File: config.mk
export PLATFORM = sky130hd
export DESIGN_NAME = cic_interp_lite_flat
export DESIGN_NICKNAME = d
export VERILOG_FILES = /design/src/rtl/cic_interp_lite_if.sv /design/src/rtl/cic_interp_lite.sv /design/src/flat_wrapper.sv
export SDC_FILE = /design/constraint.sdc
export NUM_CORES = 1
export LEC_CHECK = 0
export ABC_AREA = 1
export CORE_MARGIN = 1
export CORE_UTILIZATION = 30
export DETAILED_ROUTE_END_ITERATION = 8
export DONT_BUFFER_PORTS = 1
export GPL_ROUTABILITY_DRIVEN = 0
export PLACE_DENSITY = 0.43
export SLEW_MARGIN = 20
export SYNTH_ARGS = -nofsm -noshare
export SYNTH_HDL_FRONTEND = slang
export SYNTH_SLANG_ARGS = --single-unit
File: constraint.sdc
create_clock -name CLK -period 11.5 [get_ports CLK]
set_clock_uncertainty 0.1 [all_clocks]
set_input_delay 3.45 -clock CLK [delete_from_list [all_inputs] [get_ports CLK]]
set_output_delay 3.45 -clock CLK [all_outputs]
set_load 0.005 [all_outputs]
File: src/rtl/cic_interp_lite_if.sv
// Sample/strobe bundle between the upstream source, the CIC interpolator and the DAC stage.
// master drives steps and input samples; slave is the interpolator.
interface cic_interp_lite_if #(
    parameter int BITS     = 16,
    parameter int OUT_BITS = 8
);
    logic                       out_en;
    logic                       in_tick;
    logic signed [BITS-1:0]     x_in;
    logic                       in_req;
    logic signed [OUT_BITS-1:0] x_out;
    logic                       out_tick;
    logic                       underrun;
    logic                       overrun;

    modport master (
        output out_en, in_tick, x_in,
        input  in_req, x_out, out_tick, underrun, overrun
    );

    modport slave (
        input  out_en, in_tick, x_in,
        output in_req, x_out, out_tick, underrun, overrun
    );
endinterface

File: src/rtl/cic_interp_lite.sv
// Two-stage CIC interpolator: low-rate comb, zero-stuff by INTERP, high-rate integrators,
// truncated signed output for a PWM/sigma-delta DAC. Paces upstream with one in_req per period.
module cic_interp_lite #(
    parameter int BITS        = 16,
    parameter int INTERP      = 64,
    parameter int LOG2_INTERP = 6,
    parameter int WIDTH       = BITS + LOG2_INTERP,
    parameter int OUT_BITS    = 8
) (
    input  logic             CLK,
    input  logic             RSTb,
    cic_interp_lite_if.slave bus
);
    localparam int CW1 = BITS + 1;
    localparam int CW2 = BITS + 2;

    logic [7:0]                 count_q, count_d;
    logic signed [BITS-1:0]     hold_q, hold_d;
    logic                       fresh_q, fresh_d;
    logic                       primed_q;
    logic signed [BITS-1:0]     s_del_q, s_del_d;
    logic signed [CW1-1:0]      c1_del_q, c1_del_d;
    logic signed [WIDTH-1:0]    integ1_q, integ1_d;
    logic signed [WIDTH-1:0]    integ2_q, integ2_d;
    logic signed [OUT_BITS-1:0] x_out_q, x_out_d;
    logic                       in_req_q, in_req_d;
    logic                       out_tick_q, out_tick_d;
    logic                       underrun_q, underrun_d;
    logic                       overrun_q, overrun_d;

    logic                       last_phase;
    logic                       consume;
    logic signed [BITS-1:0]     s_cur;
    logic signed [CW1-1:0]      c1;
    logic signed [CW2-1:0]      c2;
    logic signed [WIDTH-1:0]    inj;

    assign last_phase = (count_q == 8'(INTERP - 1));
    assign consume    = bus.out_en && (count_q == 8'd0);

    // A sample arriving in the consumption cycle bypasses the hold register.
    assign s_cur = bus.in_tick ? bus.x_in : hold_q;
    assign c1    = CW1'(s_cur) - CW1'(s_del_q);
    assign c2    = CW2'(c1) - CW2'(c1_del_q);
    assign inj   = consume ? WIDTH'(c2) : '0;

    always_comb begin
        count_d    = count_q;
        hold_d     = hold_q;
        fresh_d    = fresh_q;
        s_del_d    = s_del_q;
        c1_del_d   = c1_del_q;
        integ1_d   = integ1_q;
        integ2_d   = integ2_q;
        x_out_d    = x_out_q;
        out_tick_d = 1'b0;
        in_req_d   = !primed_q;
        underrun_d = consume && !fresh_q && !bus.in_tick;
        overrun_d  = bus.in_tick && fresh_q && !consume;

        if (bus.in_tick) begin
            hold_d = bus.x_in;
        end

        if (consume) begin
            fresh_d  = 1'b0;
            s_del_d  = s_cur;
            c1_del_d = c1;
        end else if (bus.in_tick) begin
            fresh_d = 1'b1;
        end

        if (bus.out_en) begin
            count_d    = last_phase ? 8'd0 : count_q + 8'd1;
            in_req_d   = in_req_d || last_phase;
            integ1_d   = integ1_q + inj;
            integ2_d   = integ2_q + integ1_q;
            x_out_d    = integ2_d[WIDTH-1 -: OUT_BITS];
            out_tick_d = 1'b1;
        end
    end

    always_ff @(posedge CLK) begin
        if (!RSTb) begin
            count_q    <= '0;
            hold_q     <= '0;
            fresh_q    <= 1'b0;
            primed_q   <= 1'b0;
            s_del_q    <= '0;
            c1_del_q   <= '0;
            integ1_q   <= '0;
            integ2_q   <= '0;
            x_out_q    <= '0;
            in_req_q   <= 1'b0;
            out_tick_q <= 1'b0;
            underrun_q <= 1'b0;
            overrun_q  <= 1'b0;
        end else begin
            count_q    <= count_d;
            hold_q     <= hold_d;
            fresh_q    <= fresh_d;
            primed_q   <= 1'b1;
            s_del_q    <= s_del_d;
            c1_del_q   <= c1_del_d;
            integ1_q   <= integ1_d;
            integ2_q   <= integ2_d;
            x_out_q    <= x_out_d;
            in_req_q   <= in_req_d;
            out_tick_q <= out_tick_d;
            underrun_q <= underrun_d;
            overrun_q  <= overrun_d;
        end
    end

    assign bus.x_out    = x_out_q;
    assign bus.in_req   = in_req_q;
    assign bus.out_tick = out_tick_q;
    assign bus.underrun = underrun_q;
    assign bus.overrun  = overrun_q;
endmodule

File: src/flat_wrapper.sv
// flat-port wrapper written by rule: the top's interface ports become plain ports
module cic_interp_lite_flat 
#(
    parameter int BITS        = 16,
    parameter int INTERP      = 64,
    parameter int LOG2_INTERP = 6,
    parameter int WIDTH       = BITS + LOG2_INTERP,
    parameter int OUT_BITS    = 8
)
  (CLK, RSTb, bus_out_en, bus_in_tick, bus_x_in, bus_in_req, bus_x_out, bus_out_tick, bus_underrun, bus_overrun);
  cic_interp_lite_if #(.BITS(BITS), .OUT_BITS(OUT_BITS)) bus_i ();
  input  logic CLK;
  input  logic RSTb;
  input wire logic [$bits(bus_i.out_en)-1:0] bus_out_en;
  input wire logic [$bits(bus_i.in_tick)-1:0] bus_in_tick;
  input wire logic [$bits(bus_i.x_in)-1:0] bus_x_in;
  output wire logic [$bits(bus_i.in_req)-1:0] bus_in_req;
  output wire logic [$bits(bus_i.x_out)-1:0] bus_x_out;
  output wire logic [$bits(bus_i.out_tick)-1:0] bus_out_tick;
  output wire logic [$bits(bus_i.underrun)-1:0] bus_underrun;
  output wire logic [$bits(bus_i.overrun)-1:0] bus_overrun;
  assign bus_i.out_en = bus_out_en;
  assign bus_i.in_tick = bus_in_tick;
  assign bus_i.x_in = bus_x_in;
  assign bus_in_req = bus_i.in_req;
  assign bus_x_out = bus_i.x_out;
  assign bus_out_tick = bus_i.out_tick;
  assign bus_underrun = bus_i.underrun;
  assign bus_overrun = bus_i.overrun;
  cic_interp_lite #(.BITS(BITS), .INTERP(INTERP), .LOG2_INTERP(LOG2_INTERP), .WIDTH(WIDTH), .OUT_BITS(OUT_BITS)) u_core (.CLK(CLK), .RSTb(RSTb), .bus(bus_i));
endmodule
-- Yosys cells after proc, flatten, opt, wreduce, memory -nomap -nowiden
Index checks and enable logic that the tools add are counted.
- register bits after elaboration: 115
- output and inout port bits: 12
- logic and storage cells: 38
- add/sub/neg operators: 5
- equality and inequality tests: 1
- muxes and demuxes: 6
- bitwise operators: 1
- reductions and logical operators: 12
- operators with widths (operator ; number):
    adder 22 bit ; 2
    two-way mux 22 bit ; 1
    subtractor 17 x 17 -> 18 bit ; 1
    subtractor 16 x 16 -> 17 bit ; 1
    two-way mux 16 bit ; 1
    adder 8 x 1 -> 8 bit (second input constant) ; 1
    equality test 8 x 6 -> 1 bit (second input constant) ; 1
    logical NOT 8 bit ; 1
    two-way mux 8 bit ; 1
    logical AND 1 bit ; 5
    logical NOT 1 bit ; 4
    two-way mux 1 bit ; 3
    OR reduction 2 bit ; 1
    logical OR 1 bit ; 1
    NOT 1 bit ; 1

-- Depth between registers and ports, before layout
Gate-level depths: netlist of run 1.
- depth after elaboration: 5
- depth in mapped cells: 38

-- Worst setup path before layout of run 1
No wires, ideal clock.
- path kind: input port to flip-flop
- start point: input port bus_in_tick
- end point: register u_core.integ1_q[18]
- data arrival time: 7864 ps
- data required time: 11284 ps
- setup slack: 3419 ps
- cell stages on the path: 31
- buffers on the path: 2
- path through: buf_2 > inv_1 > clkbuf_1 > or2_2 > o21ai_0 > inv_1 > fa_1 > nand2_1 > a21oi_2 > nand3_1 > nand4_2 > a21o_1 > or2_1 > and2_1 > ha_1 > nand2_1 > nand2_1 > inv_1 > o21ai_0 > a21oi_1 > nand3_2 > nand3_1 > inv_1 > ha_1 > nand2_1 > nor4_1 > nand4_1 > nand4_1 > nand3_1 > o211ai_1 > inv_1
- word-level cells in the longest chain between the ends: 5
- ends and longest elaborated chain (element ; line ; source):
    from (decl) ; flat_wrapper.sv:15 ; input wire logic [$bits(bus_i.in_tick)-1:0] bus_in_tick;
    two-way mux 16 bit ; cic_interp_lite.sv:42 ; assign s_cur = bus.in_tick ? bus.x_in : hold_q;
    subtractor 16 x 16 -> 17 bit ; cic_interp_lite.sv:43 ; assign c1 = CW1'(s_cur) - CW1'(s_del_q);
    named net u_core.c1[14] ; cic_interp_lite.sv:34 ; logic signed [CW1-1:0] c1;
    subtractor 17 x 17 -> 18 bit ; cic_interp_lite.sv:44 ; assign c2 = CW2'(c1) - CW2'(c1_del_q);
    two-way mux 22 bit ; cic_interp_lite.sv:45 ; assign inj = consume ? WIDTH'(c2) : '0;
    adder 22 bit ; cic_interp_lite.sv:76 ; integ1_d = integ1_q + inj;
    to (signal assigned) ; cic_interp_lite.sv:105 ; integ1_q <= integ1_d;
    to (decl) ; cic_interp_lite.sv:23 ; logic signed [WIDTH-1:0] integ1_q, integ1_d;
The timed path passes the listed nets, and every way through them passes these cells.
A chain may end at the register's enable or synchronous reset.

-- Worst setup path after layout of run 1
Ends and elaborated chain as after synthesis.

==> run summary, run 1 <==
Outcome = finished, violations left
Failing checks = design-rule violations
H-tree depth = 3
Post-cts gate resize count = 0
WP data arrival = 8.42 ns
Clk_lat worst skew = 0.36 ns
CTS root buffer = clkbuf_16
Worst Path Max Fanout = 18
CP Data Required Time = 11.66 ns
CTS Buffer Depth = 2
Core Util, Final = 0.328
GRT Resource Usage Total = 0.168
Post-synth top cells = nand2_1 (199), inv_1 (173), nor2_1 (141), dfxtp_1 (107), a21oi_1 (94)
Max Cap Viol = 0
Tcrit/Tclk final = 0.718
Routed WL = 22.1 mm
Per-cell routed wire length = 14.8 µm
CTS tree = yes
Slew headroom = 0.276
Detailed Route Iter0 Violations = 279
Final Max Slew Viols = 0
Fmax achieved = 121 MHz
# IOs = 32
VDD IR max = 74.0 µV
Post-synth EDFFs = 0
Crit. Startpoint = bus_in_tick
Largest net degree at the start of global routing = 67
Fin Setup TNS = 0 ns
Antenna-violating nets left = 0
Crit path buf inv count = 4
Vias = 7,137
Gr ovfl total = 0
# diodes = 0
Top delay family on crit path = simple AND/OR/NAND/NOR gates
Startpoint type of the worst setup path = input port
Die area = 27,400 µm²
Top cells by area, synth = dfxtp_1 (27%), ha_1 (12%), nand2_1 (9.3%)
Hold slack = 0.307 ns
Cell internal pwr = 0.782 mW
Post-synthesis instance total = 1,174
Non-filler instance count after layout = 1,492
Dpl ws = 2.82 ns
Final Hold Fails = 0
Post-synthesis sequential area ratio = 0.267
Layout cells sized above 1 = 0.0691
TritonCTS buffer count = 9
Leakage = 4.11 nW
YS warnings = 0
Hpwl dp = 17.3 mm
Router iterations before antenna repair = 6
Clock sink count = 107
Reg power frac = 0.319
Min Tclk post-route = 8.26 ns
Post-CTS Hold Fix Bufs = 0
Core ar. = 26,100 µm²
Area leader, netlist = dfxtp_1
Syn nets = 1,275
Worst hold path type = reg2reg
Switching pwr = 0.587 mW
Crit path kind = in2reg
Rows = 59
Worst-path clk slew = 0.09 ns
Crit path largest cell delay = 0.45 ns
RSZ-0062 raised after global routing = false
I/O Buffers = 0
Post-synth cell types = 49
Setup WS post-layout = 3.24 ns
Yosys top cell area share = 0.267
Sw Ratio = 0.429
Slowest CP cell = fa_1
Antenna violations before repair = 1
Worst Tran Pin Value = 1.08 ns
Avg Vias per Cell = 4.78
Number of setup buffers added after CTS = 0
Final setup violation count = 0
Synth Flop Type = dfxtp_1
Effective utilization at floorplan = 0.307
Ys async rst share = 0
Fin nets = 1,253
Area grow syn2layout = 6.87%
Reg-to-Reg Start = u_core.hold_q[0]
DRC = 4
Tot Pwr = 1.37 mW
Chip height = 165 µm
Flops & latches, synth = 107
Synth Cell Area = 8010 µm²
Placed cells = 1,476
Hold Startpoint = u_core.primed_q
Power Density = 160 nW/µm²
First-pass GRT wire length = 35.6 mm
DIE WIDTH = 165 µm
Count leader, synth = nand2_1
Crit. End Element = register
Dpl cell area = 8260 µm²
Clock share of power = 0.239
Post-route cell area = 8560 µm²
Combinational fraction of design power = 0.441
Vias in the first global route = 6,692
Syn_area_per_cell = 6.83 µm²
Most Frequent Cell on Critical Path = nand2_1
==> cell type report <==
class	instances	area, µm²
clock buffer	10	239
clock inverter	6	65.1
fill	2943	17600
inverter	176	661
multi-input combinational	857	5030
sequential	107	2140
tap	335	419
timing repair buffer	1	7.51
==> metal layers <==
metal / wire length (µm) / vias up / GRT usage
met1: 11100 / 3227 / 0.226
met5: 0 / - / 0
met4: 303 / 0 / 0.0409
met2: 10200 / 77 / 0.281
met3: 575 / 20 / 0.0237
li1: - / 3813 / -
==> power by group through the flow <==
stage                     Clock [mW]  Combinational (mW)  Sequential, mW
after global routing           0.355               0.691           0.442
after CTS                      0.340               0.610           0.438
after detailed placement           0               0.606           0.446
final                          0.328               0.604           0.438
after global placement             0               0.608           0.446
after floorplan                    0               0.484           0.432
==> final timing paths <==
kind	end	slack, ns	cells after the start
max reg2reg	u_core.integ1_q[18]	6.36	27
min reg2reg	u_core.bus.in_req	0.31	1
max	u_core.integ1_q[18]	3.24	28
min	u_core.bus.in_req	0.31	1
==> cells in the final DEF, fill, tap and decap left out, types with 5 or more instances in the layout <==
cell type / count
a21o_1: 7
a21oi_1: 94
a21oi_2: 9
a31oi_1: 5
clkbuf_16: 9
dfxtp_1: 107
ha_1: 77
inv_1: 171
nand2_1: 199
nand2_2: 7
nand3_1: 53
nand4_1: 16
nor2_1: 141
nor3_1: 9
nor4_1: 7
o211ai_1: 8
o21a_1: 6
o21ai_0: 93
o21ai_1: 5
o21ai_2: 6
o22ai_1: 16
or2_2: 15
xnor2_1: 12
xor2_1: 31
==> registers in the layout (all words and copies together), names as in the netlist, 8 cells and up <==
name	count
u_core.integ1_q	22
u_core.c1_del_q	17
u_core.hold_q	16
u_core.s_del_q	16
u_core.integ2_q	14
u_core.bus.x_out	8
u_core.count_q	8
==> cells by family (layout without fill, tap and decap cells) <==
logic type / count (synthesis) / count (layout) / synth area share
fa+ha+maj: 81 / 81 / 0.130
buf+inv: 210 / 193 / 0.105
mux: 1 / 1 / 0.00125
compound gates: 267 / 267 / 0.193
xor+xnor: 44 / 44 / 0.0490
flops: 107 / 107 / 0.267
simple gates: 464 / 464 / 0.254
(Power assumes the default switching activity.)
==> run 2, diff against run 1 <==
- PLACE_DENSITY: 0.43 -> 0.44
- clock period: 11.5 -> 6.8 ns (I/O delays scaled with it)
==> run 2 against run 1 <==
  * The flow now finishes without violations
  * Sequential cell count did not move
  * Combinational power rose by 92%
  * Non-clock buffer count rose by 53
  * Cell count rose by 3.6%
  * Critical endpoint is now u_core.integ1_q[16]
==> run summary, run 2 (synthesized netlist as in run 1, its figures left out) <==
Core Util, Final = 0.346
Core ar. = 26,100 µm²
Crit path largest cell delay = 0.44 ns
Outcome = complete, no violations
Power Density = 273 nW/µm²
Router iterations before antenna repair = 4
Crit path kind = in2reg
Final setup violation count = 0
Final Max Slew Viols = 0
Largest regs = u_core.integ1_q: 22 flops, u_core.c1_del_q: 17 flops
TritonCTS buffer count = 9
Clk_lat worst skew = 0.37 ns
Most frequent cells in the layout = nand2_1 (197), inv_1 (169), nor2_1 (140), dfxtp_1 (107), o21ai_0 (92)
Clock sink count = 107
Antenna violations before repair = 0
Fmax achieved = 157 MHz
Final Hold Fails = 0
Crit path buf inv count = 4
Top delay family on crit path = compound AO/OA/AOI/OAI gates
Fin Setup TNS = 0 ns
# diodes = 0
Antenna-violating nets left = 0
Worst-path clk slew = 0.09 ns
Vias = 7,304
I/O Buffers = 0
Slowest CP cell = fa_1
Fin nets = 1,306
Worst Tran Pin Value = 1.08 ns
Tot Pwr = 2.47 mW
Per-cell routed wire length = 14.3 µm
First-pass GRT wire length = 36.3 mm
RSZ-0062 raised after global routing = true
Most common cell after layout, fill and taps aside = nand2_1
# IOs = 32
Setup WS post-layout = 0.413 ns
CTS Buffer Depth = 2
Area grow syn2layout = 13.0%
WP data arrival = 6.55 ns
Slew headroom = 0.274
Detailed Route Iter0 Violations = 245
Most Frequent Cell on Critical Path = nand2_1
DIE WIDTH = 165 µm
Effective utilization at floorplan = 0.307
CTS root buffer = clkbuf_16
Fillers = 2,906
Die area = 27,400 µm²
Tcrit/Tclk final = 0.939
Hold slack = 0.315 ns
Dpl ws = -0.0737 ns
Max Cap Viol = 0
Largest net degree at the start of global routing = 67
Vias in the first global route = 7,161
DRC = 0
Crit. End Element = register
Gr ovfl total = 0
H-tree depth = 3
Most flops, register = u_core.integ1_q
CP Data Required Time = 6.97 ns
VDD IR max = 126 µV
Startpoint type of the worst setup path = input port
Leakage = 4.37 nW
GRT Resource Usage Total = 0.169
Min Tclk post-route = 6.39 ns
CTS tree = yes
Rows = 59
Max FFs per register = 22
Chip height = 165 µm
Worst Path Max Fanout = 18
Worst hold path type = reg2reg
Hpwl dp = 17.5 mm
Layout cells sized above 1 = 0.123
Routed WL = 22.2 mm
Avg Vias per Cell = 4.73
==> run 2: changes by cell type in the layout (fill, tap and decap cells not counted), moves of 2 or more <==
cell,previous run,this run
a21oi_1,94,89
a21oi_2,9,14
buf_4,1,54
clkinv_8,1,3
ha_1,77,74
ha_4,0,2
inv_1,171,169
inv_2,4,6
inv_8,2,0
nand2_1,199,197
nand2_2,7,9
nor4_1,7,5
nor4_2,0,2
==> run 2: worst paths after layout <==
check	from	endpoint	slack, ns	cells past startpoint
max	bus_in_tick	u_core.integ1_q[16]	0.41	27
min	u_core.primed_q	u_core.bus.in_req	0.31	1
max reg2reg	u_core.hold_q[0]	u_core.integ1_q[16]	2.01	26
min reg2reg	u_core.primed_q	u_core.bus.in_req	0.31	1
==> run 2: final cells by class <==
type / instances / area (µm²) / share of cell area
inverters: 176 / 661 / 0.0730
multi-input cells: 857 / 5110 / 0.564
well taps: 335 / 419 / 0.0463
clock buffers: 9 / 225 / 0.0249
flip-flops and latches: 107 / 2140 / 0.237
clock inverters: 7 / 91.3 / 0.0101
repair buffers: 54 / 405 / 0.0448
==> run 2: repair_timing <==
item	4_1_cts	5_1_grt
gates resized for setup	0	19
buffers inserted	0	2
endpoints found under the setup margin	0	8
hold buffers	0	0
==> run 2: layer usage <==
layer,vias to the layer above,track usage,routed length [µm]
met5,-,0,0
met2,65,0.291,10300
met3,24,0.0205,563
met4,0,0.0442,359
met1,3302,0.222,10900
li1,3913,-,-
==> run 2: power by group <==
part	internal [mW]	switching (mW)	total, mW
Combinational	0.463	0.701	1.16
Sequential	0.690	0.0512	0.741
Clock	0.268	0.300	0.568
==> run 2: stage by stage <==
stage          cell area (µm²)  instances
2_1_floorplan             8010       1174
3_3_place_gp              8640       1527
3_5_place_dp              8640       1527
4_1_cts                   8960       1543
5_1_grt                   9050       1545
6_report                  9050       1545
==> run 3, diff against run 2 <==
- GPL_TIMING_DRIVEN: unset -> 0
==> run 3 against run 2 <==
  * Fmax fell by 2.2%
  * Critical path depth rose by 9
  * Total power rose by 2.8%
  * Global-route usage rose by 0.50 points
  * Combinational power rose by 8%
  * Hold slack improved by 0.013 ns
  * Final area rose by 2.8%
  * Sequential cell count did not move
  * Setup slack got worse by 0.14 ns
  * Highest routed layer unchanged
==> run summary, run 3 (synthesized netlist as in run 1, its figures left out) <==
Outcome = complete, no violations
Fin nets = 1,295
Setup WS post-layout = 0.272 ns
Tot Pwr = 2.54 mW
Crit. End Element = register
Largest net degree at the start of global routing = 21
Combinational fraction of design power = 0.491
Hold slack = 0.328 ns
TritonCTS buffer count = 9
Placed cells = 1,509
Slew headroom = 0.544
Vias = 7,349
Final setup violation count = 0
Hold Startpoint = u_core.primed_q
Post-route cell area = 9310 µm²
Most common cell after layout, fill and taps aside = nand2_1
Startpoint type of the worst setup path = input port
Routed WL = 23.2 mm
Hpwl dp = 18.5 mm
R2r endpoint = u_core.integ1_q[21]
Switching pwr = 1.10 mW
Crit path buf inv count = 8
Crit path kind = in2reg
Top delay family on crit path = simple AND/OR/NAND/NOR gates
Max Cap Viol = 0
Worst Path Max Fanout = 10
DRC = 0
Worst-path clk slew = 0.09 ns
Cell internal pwr = 1.44 mW
# diodes = 0
Max FFs per register = 22
Area grow syn2layout = 16.1%
Crit path largest cell delay = 0.38 ns
Reg power frac = 0.290
Sw Ratio = 0.434
Dpl cell area = 8440 µm²
Final Hold Fails = 0
Reg-to-Reg Start = u_core.hold_q[0]
Clock sink count = 107
Slowest CP cell = fa_2
Worst hold path type = reg2reg
First-pass GRT wire length = 36.4 mm
Worst Tran Pin Value = 0.680 ns
Per-cell routed wire length = 15.1 µm
Non-filler instance count after layout = 1,534
Die area = 27,400 µm²
Avg Vias per Cell = 4.79
H-tree depth = 3
Core ar. = 26,100 µm²
Clock share of power = 0.218
GRT Resource Usage Total = 0.174
Min Tclk post-route = 6.53 ns
Gr ovfl total = 0
I/O Buffers = 0
Most frequent cells in the layout = nand2_1 (190), inv_1 (168), nor2_1 (133), dfxtp_1 (107), o21ai_0 (81)
Chip height = 165 µm
Most Frequent Cell on Critical Path = nand2_1
Fmax achieved = 153 MHz
CP Data Required Time = 6.96 ns
DIE WIDTH = 165 µm
Detailed Route Iter0 Violations = 343
Hold endpoint = u_core.bus.in_req
Hold depth = 1
# IOs = 32
Final Max Slew Viols = 0
Tcrit/Tclk final = 0.960
Largest regs = u_core.integ1_q: 22 flops, u_core.c1_del_q: 17 flops
Worst Reg-to-Reg Cells = 33
Effective utilization at floorplan = 0.307
Fin Setup TNS = 0 ns
Most flops, register = u_core.integ1_q
Core Util, Final = 0.356
VDD IR max = 118 µV
Vias in the first global route = 6,615
Power Density = 273 nW/µm²
Post-CTS Hold Fix Bufs = 0
Rows = 59
Layout cells sized above 1 = 0.158
Leakage = 4.31 nW
Antenna-violating nets left = 0
Worst R2R Setup Slack = 1.99 ns
CTS Buffer Depth = 2
Router iterations before antenna repair = 5
CTS root buffer = clkbuf_16
Clk_lat worst skew = 0.36 ns
Dpl ws = -1.20 ns
CTS tree = yes
WP data arrival = 6.69 ns
Antenna violations before repair = 0
run 3: metal layers:
layer | wire [µm] | global-route usage | share of wire | vias up
li1 | - | - | - | 3901
met1 | 12000 | 0.253 | 0.51 | 3338
met2 | 10300 | 0.269 | 0.44 | 96
met3 | 710 | 0.0230 | 0.031 | 14
met4 | 276 | 0.0446 | 0.012 | 0
met5 | 0 | 0 | 0 | -
run 3: power by group through the flow:
stage          registers [mW]  clock network, mW  logic, mW
2_1_floorplan           0.730                  0      0.818
3_3_place_gp            0.750                  0       1.05
3_5_place_dp            0.750                  0       1.05
4_1_cts                 0.737              0.578       1.10
5_1_grt                 0.746              0.600       1.41
6_report                0.738              0.555       1.25
run 3: what timing repair did:
item                       CTS  global route
buffers inserted             2             7
gates resized for setup     31            83
pin swaps                    5            22
setup endpoints to repair   10            11
run 3: how the worst max path moves through the flow:
stage / slack, ns / to / depth (start not counted) / startpoint
finish: 0.27 / u_core.integ1_q[21] / 36 / bus_in_tick
detailed placement: -1.20 / u_core.integ1_q[18] / 31 / bus_in_tick
floorplan: 0.13 / u_core.integ1_q[18] / 31 / bus_in_tick
global route: -0.03 / u_core.integ1_q[18] / 28 / bus_in_tick
global placement: -1.18 / u_core.integ1_q[18] / 31 / bus_in_tick
CTS: 0.003 / u_core.integ1_q[21] / 35 / bus_in_tick
run 3: final cells by class:
type                            count  area [µm²]
Clock inverter                      6        60.1
Tap cell                          335         419
Clock buffer                       10         239
Sequential cell                   107        2140
Inverter                          176         667
Multi-Input combinational cell    857        5520
Timing Repair Buffer                9        67.6
Buffer                             34         191
Fill cell                        2925       16800
